==> src/rtl/store_unit.sv <==
// store_unit: memory-write side of the RV32 datapath.
// Takes one SB/SH/SW from the core and checks its alignment.
// Drives a word-aligned address, lane-replicated write data and byte strobes.
// Runs a req/ack handshake with a bounded wait, and reports done or error as one-cycle pulses.
module store_unit #(
    parameter int TIMEOUT_CYCLES = 255,
    parameter int TIMEOUT_W      = 8
) (
    input  logic        clk,
    input  logic        reset,
    input  logic        st_valid,
    output logic        st_ready,
    input  logic [31:0] st_addr,
    input  logic [31:0] st_data,
    input  logic [2:0]  st_funct3,
    output logic        mem_req,
    output logic [31:0] mem_addr,
    output logic [31:0] mem_wdata,
    output logic [3:0]  mem_wstrb,
    input  logic        mem_ack,
    output logic        st_done,
    output logic        st_err
);

    typedef enum logic [1:0] {
        IDLE = 2'd0,
        REQ  = 2'd1,
        ERR  = 2'd2
    } state_t;

    // Last counter value before the request is abandoned.
    localparam logic [TIMEOUT_W-1:0] CNT_LAST = TIMEOUT_W'(TIMEOUT_CYCLES - 1);

    state_t                 state_q, state_d;
    logic [TIMEOUT_W-1:0]   cnt_q, cnt_d;
    logic                   st_ready_q, st_ready_d;
    logic                   mem_req_q, mem_req_d;
    logic [31:0]            mem_addr_q, mem_addr_d;
    logic [31:0]            mem_wdata_q, mem_wdata_d;
    logic [3:0]             mem_wstrb_q, mem_wstrb_d;
    logic                   st_done_q, st_done_d;
    logic                   st_err_q, st_err_d;

    // A store is legal when funct3 names SB/SH/SW and the address is naturally aligned.
    function automatic logic store_legal(input logic [2:0] f3, input logic [1:0] a);
        logic ok;
        case (f3)
            3'b000:  ok = 1'b1;
            3'b001:  ok = (a[0] == 1'b0);
            3'b010:  ok = (a == 2'b00);
            default: ok = 1'b0;
        endcase
        return ok;
    endfunction

    // Replicate the low bytes of rs2 across all lanes so that any strobe lane sees the correct byte.
    function automatic logic [31:0] lane_wdata(input logic [2:0] f3, input logic [31:0] d);
        logic [31:0] w;
        case (f3)
            3'b000:  w = {4{d[7:0]}};
            3'b001:  w = {2{d[15:0]}};
            3'b010:  w = d;
            default: w = 32'h0000_0000;
        endcase
        return w;
    endfunction

    // Byte enables selected by access size and the low address bits.
    function automatic logic [3:0] lane_wstrb(input logic [2:0] f3, input logic [1:0] a);
        logic [3:0] s;
        case (f3)
            3'b000:  s = 4'b0001 << a;
            3'b001:  s = a[1] ? 4'b1100 : 4'b0011;
            3'b010:  s = 4'b1111;
            default: s = 4'b0000;
        endcase
        return s;
    endfunction

    // Next-state logic and next values for every registered output.
    always_comb begin
        state_d     = state_q;
        cnt_d       = cnt_q;
        st_ready_d  = 1'b0;
        mem_req_d   = 1'b0;
        mem_addr_d  = mem_addr_q;
        mem_wdata_d = mem_wdata_q;
        mem_wstrb_d = 4'b0000;
        st_done_d   = 1'b0;
        st_err_d    = 1'b0;
        case (state_q)
            IDLE: begin
                if (st_valid) begin
                    if (store_legal(st_funct3, st_addr[1:0])) begin
                        state_d     = REQ;
                        cnt_d       = {TIMEOUT_W{1'b0}};
                        mem_req_d   = 1'b1;
                        mem_addr_d  = {st_addr[31:2], 2'b00};
                        mem_wdata_d = lane_wdata(st_funct3, st_data);
                        mem_wstrb_d = lane_wstrb(st_funct3, st_addr[1:0]);
                    end else begin
                        state_d  = ERR;
                        st_err_d = 1'b1;
                    end
                end else begin
                    st_ready_d = 1'b1;
                end
            end
            REQ: begin
                if (mem_ack) begin
                    // An ack on the final allowed cycle still counts as success.
                    state_d    = IDLE;
                    st_done_d  = 1'b1;
                    st_ready_d = 1'b1;
                end else if (cnt_q == CNT_LAST) begin
                    state_d    = IDLE;
                    st_err_d   = 1'b1;
                    st_ready_d = 1'b1;
                end else begin
                    cnt_d       = cnt_q + TIMEOUT_W'(1);
                    mem_req_d   = 1'b1;
                    mem_wstrb_d = mem_wstrb_q;
                end
            end
            ERR: begin
                state_d    = IDLE;
                st_ready_d = 1'b1;
            end
            default: begin
                state_d    = IDLE;
                st_ready_d = 1'b1;
            end
        endcase
    end

    // State and output registers with synchronous reset.
    always_ff @(posedge clk) begin
        if (reset) begin
            state_q     <= IDLE;
            cnt_q       <= {TIMEOUT_W{1'b0}};
            st_ready_q  <= 1'b1;
            mem_req_q   <= 1'b0;
            mem_addr_q  <= 32'h0000_0000;
            mem_wdata_q <= 32'h0000_0000;
            mem_wstrb_q <= 4'b0000;
            st_done_q   <= 1'b0;
            st_err_q    <= 1'b0;
        end else begin
            state_q     <= state_d;
            cnt_q       <= cnt_d;
            st_ready_q  <= st_ready_d;
            mem_req_q   <= mem_req_d;
            mem_addr_q  <= mem_addr_d;
            mem_wdata_q <= mem_wdata_d;
            mem_wstrb_q <= mem_wstrb_d;
            st_done_q   <= st_done_d;
            st_err_q    <= st_err_d;
        end
    end

    assign st_ready  = st_ready_q;
    assign mem_req   = mem_req_q;
    assign mem_addr  = mem_addr_q;
    assign mem_wdata = mem_wdata_q;
    assign mem_wstrb = mem_wstrb_q;
    assign st_done   = st_done_q;
    assign st_err    = st_err_q;

endmodule

==> config.mk <==
export PLATFORM = sky130hd
export DESIGN_NAME = store_unit
export DESIGN_NICKNAME = d
export VERILOG_FILES = /design/src/rtl/store_unit.sv
export SDC_FILE = /design/constraint.sdc
export NUM_CORES = 1
export LEC_CHECK = 0
export CORE_MARGIN = 4
export CORE_UTILIZATION = 43
export DETAILED_ROUTE_END_ITERATION = 6
export HOLD_SLACK_MARGIN = 0.03
export PLACE_DENSITY = 0.89
export SKIP_CTS_REPAIR_TIMING = 1
export SYNTH_ARGS = -nofsm -noshare
export SYNTH_HDL_FRONTEND = slang
export SYNTH_SLANG_ARGS = --single-unit
==> constraint.sdc <==
create_clock -name clk -period 2.37 [get_ports clk]
set_clock_uncertainty 0.2 [all_clocks]
set_input_delay 0.474 -clock clk [delete_from_list [all_inputs] [get_ports clk]]
set_output_delay 0.474 -clock clk [all_outputs]
set_load 0.1 [all_outputs]
* Yosys cells after proc, flatten, opt, wreduce, memory -nomap -nowiden
Cells that the tools add are included.
** Cells by class
- Add/subtract/negate cells :: 1
- Multiply operators :: 0
- Div/mod/pow operators :: 0
- $lt $le $gt $ge :: 0
- Equal/unequal tests :: 9
- Shifts and indexed selects :: 1
- Muxes and demuxes :: 35
- Bitwise operators :: 2
- Reduce and logical (&&, ||, !) cells :: 8
** Operators with widths (count)
- 32-bit case mux with 3 select lines :: 1
- 8-bit two-way mux :: 4
- 4-bit two-way mux :: 5
- 8-bit case mux with 2 select lines :: 1
- 1-bit two-way mux :: 13
- 4-bit case mux with 3 select lines :: 1
- 8-bit by 1-bit adder with 8-bit output (second input constant) :: 1
- 8-bit == test (second input constant) :: 1
- 2-bit two-way mux :: 4
- 4-bit case mux with 2 select lines :: 1
- 2-bit inequality test (second input constant) :: 3
- 1-bit case mux with 2 select lines :: 3
- 5-bit AND reduction :: 1
- 2-bit zero test :: 2
- 2-bit case mux with 2 select lines :: 1
- 1-bit by 2-bit left shift with 4-bit output (first input constant) :: 1
- 3-bit by 1-bit == test with 1-bit output (second input constant) :: 1
- 3-bit by 2-bit == test with 1-bit output (second input constant) :: 1
- 3-bit zero test :: 1
- 3-bit inequality test (second input constant) :: 1
- 1-bit case mux with 3 select lines :: 1
- 3-bit AND reduction :: 1
- 2-bit by 1-bit == test with 1-bit output (second input constant) :: 1
- 2-bit by 1-bit inequality test with 1-bit output (second input constant) :: 1
- 4 further kinds :: 5
** Storage, ports and cells
- Register bits after elaboration :: 80
- Bits in latches :: 0
- RAM bits :: 0
- ROM bits :: 0
- Input port bits :: 71
- Output and inout port bits :: 72
- Logic and storage cells :: 65
- Memories :: 0

* Depth between registers and ports, before layout
- Depth in word-level cells :: 7
- Mapped depth :: 7
- Gate-level depth less buffers :: 6

* Worst setup path before layout
Ideal clock, no wire load.
- Kind :: input to register
- Start point :: input st_funct3[2]
- End point :: register mem_wdata_q[16] (netlist: mem_wdata[16])
- Library setup time :: 0.070 ns
- Arrival :: 1.583 ns
- Required time :: 2.100 ns
- Slack :: 0.516 ns
- Stages :: 6
- Buffers on the path :: 2
- Cell sequence :: buf_2 nor4b_4 nand3_1 buf_2 or3_1 a21oi_1
** On the way
- Word-level cells in the longest chain between the ends :: 5
- Elaborated cells between the ends (all ways) :: 8
- Classes of those cells :: 2 x eq/ne; 4 x mux; 2 x reduce/logical
** RTL lines
- start, declared :: line 15 : input logic [2:0] st_funct3,
- 3-bit by 2-bit == test with 1-bit output, or another cell as far along :: line 47, 59
- 1-bit case mux with 3 select lines :: line 47 : case (f3)
- 1-bit two-way mux :: line 93 : if (st_valid) begin
- 1-bit two-way mux :: line 91 : case (state_q)
- 3-bit AND reduction (no source line)
- end signal, assigned :: line 154 : mem_wdata_q <= mem_wdata_d;
- end, declared :: line 39 : logic [31:0] mem_wdata_q, mem_wdata_d;
Several ways; a longest one is shown, not always the timed one. The select of a mux whose other input is x is not followed.
A chain may end at the register's enable or synchronous reset.

* Worst setup path in the final report
- Start point :: input st_funct3[2]
- End point :: register mem_wdata_q[22] (netlist: mem_wdata[22])
Same word-level chain as after synthesis.

==> out/qor.txt <==
Total GRT Usage: 21.2%
Critical path's slowest cell: clkdlybuf4s50_1
Fmax: 486 MHz
Clk_lat worst skew: 0.35 ns
Commonest non-fill, non-tap cells in the layout: nand2_1 (126), buf_4 (93), dfxtp_1 (80)
Cell family with most CP delay: simple AND/OR/NAND/NOR gates
Hold WS: 0.253 ns
Reg2reg start: cnt_q[1]
Antenna-violating nets left: 0
Total CTS buffers: 9
Final Power: 3.18 mW
HPWL Detailed: 7690 µm
Fin crit period: 2.06 ns
Adder-cell share of the synthesized area: 0.719%
Worst Min Path Start: mem_wdata[12]
H-tree depth: 3
Fraction of the mapped netlist area in simple logic gates: 24.7%
Worst Max-Slew Pin Slew: 0.717 ns
Final setup TNS: 0 ns
Port buffer count: 140
Hold Path End: mem_wdata[12]
Final Max Slew Viols: 0
Layout Nets: 649
Max-cap violations: 0
Startpoint Class: input pin
Final worst slack: 0.312 ns
Hold path depth: 2
Max VDD drop: 0.355 mV
Worst Path Arrival: 2.13 ns
Fill cells: 667
Kind of critical path: input pin to register
Vias/cell: 5.21
Clock sinks: 80
DRC viols: 0
Die H: 98.0 µm
Largest family of logic cells by synthesized area: simple AND/OR/NAND/NOR gates
CTS max path bufs: 2
Vias: 3558
Final Hold Fails: 0
Post-synthesis compound-gate area fraction: 18.8%
Worst-path clk slew: 0.08 ns
Area of the multi-input gates: 1710 µm²
Worst Path Required: 2.45 ns
Slew headroom: 51.8%
Multiplexer share of the synthesized area: 4.60%
I/O pins: 143
Gpl congestion: 0.833
Worst Reg-to-Reg Cells: 5
Leak: 2.04 nW
CP Max Fanout: 15
Antenna cells: 0
Xor/xnor share of the synthesized area: 0%
Hold Crit Class: register to register
Core ar.: 7810 µm²
WP buf/inv: 1
Root Buffer: clkbuf_8
Fraction of layout cells with a size suffix above 1: 20.8%
Seq/Total Area, Yosys: 46.0%
First-pass GRT wire length: 16800 µm
Final Core Density: 65.6%
Syn Area/Cell: 8.02 µm²
Largest net degree at the start of global routing: 51
Yosys warns: 0
Cells after Synth: 434
Initial antenna violation count: 0
DIE WIDTH: 98.0 µm
Fin crit share: 86.8%
Max incr delay on CP: 0.48 ns
Routed WL per cell: 14.9 µm
Reg2Reg Setup Slack: 0.47 ns
FP Rows: 32
Initial Utilization: 44.6%
Status: finished clean
Area growth syn-to-layout: 47.1%
Sequential cell area: 1600 µm²
Critical-path cell list: clkdlybuf4s50_1 > nor4b_4 > nand3_2 > or3_1 > a21oi_1
Die area: 9600 µm²
Routed WL: 10200 µm
Starting DRT DRC Count: 146
Drt pass-1 iters: 4
Cell Area, Synth: 3480 µm²
Global route overflow: 0
RSZ-0062 raised after global routing: false
FF+latch count, synth: 80
Via count of the first global-routing pass: 3577
Cell Pwr Density: 621 nW/µm²
Worst slack, placed: -0.0431 ns
Synth cell types: 42
CTS tree: built
# setup viols final: 0
Commonest non-fill, non-tap cell in the layout: nand2_1
Reg2reg end: cnt_q[0]
Worst Setup End Kind: register
cells in the mapped netlist, drive strengths merged:
library cell | instances | area, µm²
nand2 | 126 | 473
dfxtp | 80 | 1600
a21oi | 77 | 385
clkbuf | 18 | 67.6
buf | 17 | 103
mux2i | 16 | 160
o22ai | 16 | 100
nor2b | 11 | 68.8
nand3b | 8 | 60.1
or3 | 8 | 50.1
nand3 | 7 | 35.0
nor2 | 5 | 18.8
o21ai | 4 | 20.0
a211o | 3 | 26.3
a21o | 3 | 22.5
nor3b | 3 | 27.5
o31ai | 3 | 22.5
or2 | 3 | 18.8
and3 | 2 | 12.5
ha | 2 | 25.0
nand2b | 2 | 12.5
nor3 | 2 | 15.0
nor4 | 2 | 12.5
a2111o | 1 | 11.3
a211oi | 1 | 7.51
a22oi | 1 | 7.51
and2 | 1 | 6.26
and3b | 1 | 8.76
conb | 1 | 3.75
inv | 1 | 3.75
nand4b | 1 | 8.76
nor4b | 1 | 23.8
o211ai | 1 | 7.51
o21a | 1 | 7.51
o22a | 1 | 8.76
o311a | 1 | 10.0
o31a | 1 | 8.76
o41ai | 1 | 8.76
or3b | 1 | 8.76
cell type report:
class | instances | area share [%]
Timing Repair Buffer | 165 | 28.0
Sequential cell | 80 | 31.3
Clock inverter | 4 | 1.44
Tap cell | 102 | 2.49
Clock buffer | 12 | 3.23
Inverter | 1 | 0.0733
Multi-Input combinational cell | 319 | 33.5
tightest hold or removal path: cells and delay by family (launching register included):
family	cells	cell delay, ns
flip-flops	1	0.31
AO/OA/AOI/OAI	1	0.05
AND/OR/NAND/NOR	1	0.05
routing by layer:
metal	routed length (µm)	track usage [%]	vias to the layer above
li1	-	-	1762
met1	4050	24.5	1658
met2	5160	37.6	122
met3	779	6.21	16
met4	195	6.82	0
met5	0	0	-
worst max path at each step:
stage                             from       endpoint  slack (ns)  cells after the start
final                     st_funct3[2]  mem_wdata[22]        0.31                      5
after global placement    st_funct3[2]  mem_wdata[22]        0.03                      5
after global routing      st_funct3[2]  mem_wdata[22]        0.24                      5
after floorplan           st_funct3[2]  mem_wdata[16]        0.52                      6
after detailed placement  st_funct3[2]  mem_wdata[22]       -0.04                      5
after CTS                 st_funct3[2]  mem_wdata[22]        0.31                      5
kinds of logic (layout without fill, tap and decap cells):
group           count (synthesis)  count (layout)
simple gates                  184             184
mux                            16              16
fa+ha+maj                       2               2
flops                          80              80
buf+inv                        36             182
compound gates                115             115
other cells                     1               2
report_power, final:
part	internal, mW	switching (mW)	total, mW
clock network	0.682	0.486	1.17
logic	0.226	0.394	0.620
registers	1.37	0.0177	1.39
state kept, by name, summed over array words and instances, names as in the netlist:
name       count
st_done        1
mem_req        1
cnt_q          8
mem_wstrb      4
state_q        2
mem_addr      30
mem_wdata     32
st_err         1
st_ready       1
stage by stage:
| step | instance area (µm²) | instances |
|---|---|---|
| floorplan | 3480 | 435 |
| global placement | 4880 | 667 |
| detailed placement | 4880 | 667 |
| CTS | 5120 | 683 |
| global route | 5120 | 683 |
| finish | 5120 | 683 |
(Power assumes the default switching activity.)
